===== src/rtl/orb_frame_packer.sv =====
// Round-robin packer that drains fast (burst) and slow (addressed) FIFOs
// into a frame memory, one word per LOAD/WRITE/GAP triplet, with a guard gap.
module orb_frame_packer #(
  parameter int NF    = 2,
  parameter int NS    = 2,
  parameter int DW    = 12,
  parameter int AW    = 11,
  parameter int UW    = 5,
  parameter int WORDS = 16,
  parameter int FRAME = 32,
  parameter int PKTS  = 64,
  parameter int GUARD = 32,
  localparam int NSP  = (NS > 0) ? NS : 1
) (
  input  logic              clk,
  input  logic              rst,
  input  logic [NF*UW-1:0]  f_usedw,
  input  logic [NF*DW-1:0]  f_data,
  output logic [NF-1:0]     f_rdack,
  input  logic [NSP-1:0]    s_empty,
  input  logic [NSP*AW-1:0] s_addr,
  input  logic [NSP*DW-1:0] s_data,
  output logic [NSP-1:0]    s_rdack,
  output logic [AW-1:0]     wAddr,
  output logic [DW-1:0]     orbWord,
  output logic              WE,
  output logic              busy
);

  // state | meaning
  // IDLE  | round-robin arbitration over all requesters
  // LOAD  | pop granted FIFO head, register address and data
  // WRITE | WE high for one cycle
  // GAP   | WE low; next burst word or finish transaction
  // GUARD | idle spacing after every transaction
  localparam logic [2:0] ST_IDLE  = 3'd0;
  localparam logic [2:0] ST_LOAD  = 3'd1;
  localparam logic [2:0] ST_WRITE = 3'd2;
  localparam logic [2:0] ST_GAP   = 3'd3;
  localparam logic [2:0] ST_GUARD = 3'd4;

  localparam int NR  = NF + NS;
  localparam int IW  = (NR > 1) ? $clog2(NR) : 1;
  localparam int KW  = (WORDS > 1) ? $clog2(WORDS) : 1;
  localparam int PW  = (PKTS > 1) ? $clog2(PKTS) : 1;
  localparam int GCW = $clog2(GUARD + 1);

  logic [2:0]     state;
  logic [IW-1:0]  grant;
  logic [IW-1:0]  rrPtr;
  logic [KW-1:0]  wordIdx;
  logic [GCW-1:0] guardCnt;
  logic [PW-1:0]  slot [NF];

  logic [NR-1:0]  req;
  logic           found;
  logic [IW-1:0]  pick;
  int             j;

  logic           isFast;
  logic [DW-1:0]  headData;
  logic [AW-1:0]  fastAddr;
  logic [AW-1:0]  sAddrSel;
  logic [PW-1:0]  curSlot;

  always_comb begin
    req = '0;
    for (int c = 0; c < NF; c++) req[c] = int'(f_usedw[c*UW +: UW]) >= WORDS;
    for (int s = 0; s < NS; s++) req[NF+s] = !s_empty[s];
  end

  always_comb begin
    found = 1'b0;
    pick  = '0;
    j     = 0;
    for (int i = 0; i < NR; i++) begin
      j = int'(rrPtr) + i;
      if (j >= NR) j = j - NR;
      if (!found && req[j]) begin
        found = 1'b1;
        pick  = IW'(j);
      end
    end
  end

  always_comb begin
    isFast   = int'(grant) < NF;
    headData = '0;
    curSlot  = '0;
    sAddrSel = '0;
    for (int c = 0; c < NF; c++) begin
      if (int'(grant) == c) begin
        headData = f_data[c*DW +: DW];
        curSlot  = slot[c];
      end
    end
    for (int s = 0; s < NS; s++) begin
      if (int'(grant) == NF + s) begin
        headData = s_data[s*DW +: DW];
        sAddrSel = s_addr[s*AW +: AW];
      end
    end
    // fast channels interleave word-by-word within their packet slot
    fastAddr = AW'(int'(curSlot) * FRAME + int'(grant) + NF * int'(wordIdx));
  end

  always_comb begin
    f_rdack = '0;
    s_rdack = '0;
    for (int c = 0; c < NF; c++) f_rdack[c] = (state == ST_LOAD) && (int'(grant) == c);
    for (int s = 0; s < NS; s++) s_rdack[s] = (state == ST_LOAD) && (int'(grant) == NF + s);
  end

  assign busy = (state != ST_IDLE);

  always_ff @(posedge clk) begin
    if (rst) begin
      state    <= ST_IDLE;
      grant    <= '0;
      rrPtr    <= '0;
      wordIdx  <= '0;
      guardCnt <= '0;
      wAddr    <= '0;
      orbWord  <= '0;
      WE       <= 1'b0;
      for (int c = 0; c < NF; c++) slot[c] <= '0;
    end else begin
      case (state)
        ST_IDLE: begin
          if (found) begin
            grant <= pick;
            rrPtr <= (int'(pick) == NR - 1) ? '0 : pick + 1'b1;
            state <= ST_LOAD;
          end
        end
        ST_LOAD: begin
          if (isFast) begin
            wAddr   <= fastAddr;
            orbWord <= headData;
            WE      <= 1'b1;
            state   <= ST_WRITE;
          end else if (sAddrSel != '0) begin
            wAddr   <= sAddrSel;
            orbWord <= headData;
            WE      <= 1'b1;
            state   <= ST_WRITE;
          end else begin
            // address 0 marks a discarded slow entry
            guardCnt <= GCW'(GUARD - 1);
            state    <= ST_GUARD;
          end
        end
        ST_WRITE: begin
          WE    <= 1'b0;
          state <= ST_GAP;
        end
        ST_GAP: begin
          if (isFast && int'(wordIdx) < WORDS - 1) begin
            wordIdx <= wordIdx + 1'b1;
            state   <= ST_LOAD;
          end else begin
            if (isFast) begin
              wordIdx <= '0;
              for (int c = 0; c < NF; c++) begin
                if (int'(grant) == c)
                  slot[c] <= (int'(slot[c]) == PKTS - 1) ? '0 : slot[c] + 1'b1;
              end
            end
            guardCnt <= GCW'(GUARD - 1);
            state    <= ST_GUARD;
          end
        end
        ST_GUARD: begin
          if (guardCnt == '0) begin
            wAddr   <= '0;
            orbWord <= '0;
            state   <= ST_IDLE;
          end else begin
            guardCnt <= guardCnt - 1'b1;
          end
        end
        default: state <= ST_IDLE;
      endcase
    end
  end

endmodule


===== config.mk =====
export PLATFORM = sky130hd
export DESIGN_NAME = orb_frame_packer
export DESIGN_NICKNAME = d
export VERILOG_FILES = /design/src/rtl/orb_frame_packer.sv
export SDC_FILE = /design/constraint.sdc
export NUM_CORES = 1
export LEC_CHECK = 0
export BUFFER_PORTS_ARGS = -buffer_cell sky130_fd_sc_hd__buf_2
export CAP_MARGIN = 15
export CORE_AREA = 2 2 75 106
export DETAILED_ROUTE_END_ITERATION = 10
export DIE_AREA = 0 0 77 108
export GPL_TIMING_DRIVEN = 0
export HOLD_SLACK_MARGIN = 0.08
export PLACE_DENSITY_LB_ADDON = 0.1
export SETUP_SLACK_MARGIN = 0.02
export SLEW_MARGIN = 10
export SYNTH_ARGS = -nofsm -noshare
export SYNTH_HDL_FRONTEND = slang
export SYNTH_SLANG_ARGS = --single-unit

===== constraint.sdc =====
create_clock -name clk -period 2.4 [get_ports clk]
set_clock_uncertainty 0.1 [all_clocks]
set_input_delay 0.48 -clock clk [delete_from_list [all_inputs] [get_ports clk]]
set_output_delay 0.48 -clock clk [all_outputs]
set_load 0.05 [all_outputs]

==> metrics.md <==
| Metric | Value |
|---|---|
| Crit. End Element | `primary output` |
| Max VDD drop | `0.000305 V` |
| Die Ht | `108 um` |
| Drt wl/cell | `15.8 um` |
| Startpoint types | `register` |
| Core footprint | `7310 sq um` |
| Iteration-0 DRC Markers | `152` |
| HP Class | `reg2reg` |
| RSZ-0062 raised after global routing | `no` |
| Worst path most repeated cell | `buf_2` |
| Yosys reg bits | `53` |
| Max frequency | `441 MHz` |
| CTS Sinks | `53` |
| Gpl congestion | `0.896` |
| Clock-pin slew on the worst setup and hold paths | `100 ps` |
| Crit Path Category | `reg2out` |
| Layout Cells excl Fill | `551` |
| Slowest stage cell, crit path | `dfxtp_1` |
| Antenna viol nets, final | `0` |
| Buffers on Ports | `103` |
| Share of cells above drive strength 1 | `35.0%` |
| Minimum clock period | `2270 ps` |
| Crit-path cells | `buf_2 > and2b_2 > nor2b_1 > and3_1 > buf_2` |
| Mean post-synth cell area | `9.61 sq um` |
| Delay-heaviest family, CP | `simple AND/OR/NAND/NOR gates` |
| Initial cell density of the core | `45.2%` |
| Clock latency on the worst-skew pair | `300 ps` |
| Placed Cells | `544` |
| Synth top area share | `24.8%` |
| Antenna diode count | `0` |
| Die Span X | `77 um` |
| Post-synth EDFFs | `12` |
| Final setup fails | `0` |
| CTS tree | `built` |
| CTS buffer count | `5` |
| Number of global-route vias before repair | `2940` |
| Routed via count | `2982` |
| Leading area contributor after synthesis | `dfxtp_1` |
| Total wire length | `8730 um` |
| P&R area growth vs syn | `22.5%` |
| Top FF cell, synth | `dfxtp_1` |
| Pwr Density | `538 nW/um^2` |
| Max-cap violations | `0` |
| WP buf/inv | `2` |
| Routed vias/inst | `5.41` |
| Largest net degree at the start of global routing | `20` |
| I/O pins | `113` |
| Die area | `8320 sq um` |
| Slew Limit Fails | `0` |
| Clock root buffer | `clkbuf_8` |
| Status | `complete, no violations` |
| Antenna violations before repair | `0` |
| Leak Pwr | `0.00167 uW` |
| Mapped cell area | `3300 sq um` |
| Final hold vios | `0` |
| First-pass DRT Iterations | `4` |
| CTS max path bufs | `2` |
| Max H-tree Level | `2` |
| Synth warn | `0` |
| Slowest stage delay, CP | `310 ps` |
| Worst-margin pin slew | `739 ps` |
| Asr flop ratio synth | `0%` |
| Hold Worst Slack | `358 ps` |
| Synth area leaders | `dfxtp_1 (25%), edfxtp_1 (11%), mux4_2 (10%)` |
| Cells after Synth | `344` |
| Max-slew headroom | `50.6%` |
| Remaining DRCs | `0` |
| Critical path arrival | `1690 ps` |
| Fin crit share | `94.4%` |
| First-pass GRT wire length | `14000 um` |
| Synth unique cells | `53` |
| Post-synthesis sequential area ratio | `35.7%` |
| Remaining global-route overflow | `0` |
| CP Data Required Time | `1820 ps` |
| Final HPWL DP | `6940 um` |
| Total Routing Usage GR | `20.8%` |
| Row cnt | `37` |
| Post-synth net total | `435` |
| CP max FO | `9` |
| Nets | `544` |
## sequential cells by signal, indices dropped and copies added (netlist names)
name and count:
WE 1, grant 2, guardCnt 6, orbWord 12, rrPtr 2, slot 12
state 3, wAddr 11, wordIdx 4
## cell usage after synthesis, drive strengths merged (4+ instances only)
library cell / instances
or3: 4
buf: 10
mux2i: 26
clkbuf: 9
dfxtp: 41
a211oi: 7
nor2: 30
mux4: 15
edfxtp: 12
and3: 5
o211ai: 5
inv: 15
o32ai: 6
nand3: 16
ha: 7
a21oi: 15
nor3: 12
xor2: 9
nand2: 53
o21ai: 8
## power breakdown
part           total (uW)  internal [uW]  switching, uW
clock                 504            203            300
combinational         667            264            403
sequential           1010            966           42.0
total                2180           1430            746
## per-layer routing
metal | track usage [%] | share of wire, %
met3 | 3.09 | 5.1
met5 | 0 | 0
met1 | 26.3 | 44
met2 | 36.7 | 50
met4 | 6.51 | 1.6
## area by class of cell
| class | count | area, sq um |
|---|---|---|
| inverter | 15 | 56.3 |
| clock buffer | 6 | 72.6 |
| clock inverter | 2 | 10.0 |
| sequential | 53 | 1180 |
| fill | 738 | 3270 |
| multi-input combinational | 257 | 1970 |
| tap | 97 | 121 |
| timing repair buffer | 103 | 518 |
| buffer | 18 | 120 |
## worst paths after layout
path | from | to | slack (ps) | cells after the start
worst min register to register | orbWord[7] | orbWord[7] | 360 | 2
worst min-delay path | orbWord[7] | orbWord[7] | 360 | 2
worst max-delay path | state[0] | s_rdack[1] | 130 | 5
worst max register to register | grant[1] | wAddr[7] | 140 | 9
## cells in the final DEF, fill, tap and decap left out, drive strengths merged, types with 3 or more instances in the layout
| master | Yosys | routed |
|---|---|---|
| nand3 | 16 | 16 |
| dfxtp | 41 | 41 |
| xor2 | 9 | 9 |
| mux2i | 26 | 26 |
| inv | 15 | 15 |
| o21ai | 8 | 8 |
| a211oi | 7 | 7 |
| or3 | 4 | 4 |
| mux4 | 15 | 15 |
| nand3b | 3 | 3 |
| nand2 | 53 | 53 |
| nor4 | 3 | 3 |
| nand2b | 3 | 3 |
| ha | 7 | 7 |
| a21o | 3 | 3 |
| clkbuf | 9 | 14 |
| nor3 | 12 | 12 |
| nor2b | 3 | 3 |
| o32ai | 6 | 6 |
| buf | 10 | 113 |
| a21oi | 15 | 15 |
| nor2 | 30 | 30 |
| o211ai | 5 | 5 |
| and3 | 5 | 5 |
| xnor2 | 3 | 3 |
| edfxtp | 12 | 12 |
## logic make-up after synthesis
| family | Yosys count | share of synthesized area [%] |
|---|---|---|
| and+or+nand+nor | 140 | 20.6 |
| muxes | 42 | 18.6 |
| xor gates and xnor gates | 12 | 3.18 |
| buffers and inverters | 34 | 5.15 |
| DFF | 53 | 35.7 |
| AOI/OAI and AO/OA | 56 | 14.1 |
| adders and majority gates | 7 | 2.65 |
## worst reg2reg max path, delay by kind of cell, from the launching register on
kind | cells | cell delay, ps
AO/OA/AOI/OAI | 3 | 580
AND/OR/NAND/NOR | 2 | 320
XOR/XNOR | 1 | 110
adder cells (fa/ha/maj) | 1 | 170
flip-flops | 1 | 420
buffers and inverters | 2 | 430
## repair_timing
item                       4_1_cts  5_1_grt
buffers inserted                 0        0
pin swaps                        0        1
hold buffers                     0        0
setup endpoints to repair       19        9
gates resized for setup          5        9
## metrics by stage
step	worst slack [ps]	total power (uW)	setup TNS, ps	area [sq um]	util [%]
after floorplan	-188	1500	-376	3300	-
after global placement	-413	1680	-1390	3940	53.9
after detailed placement	-436	1690	-1600	3940	53.9
after CTS	34.4	2180	0	4030	55.1
after global routing	1.20	2280	0	4050	55.4
final	135	2180	0	4050	55.4
(Power assumes the default switching activity.)
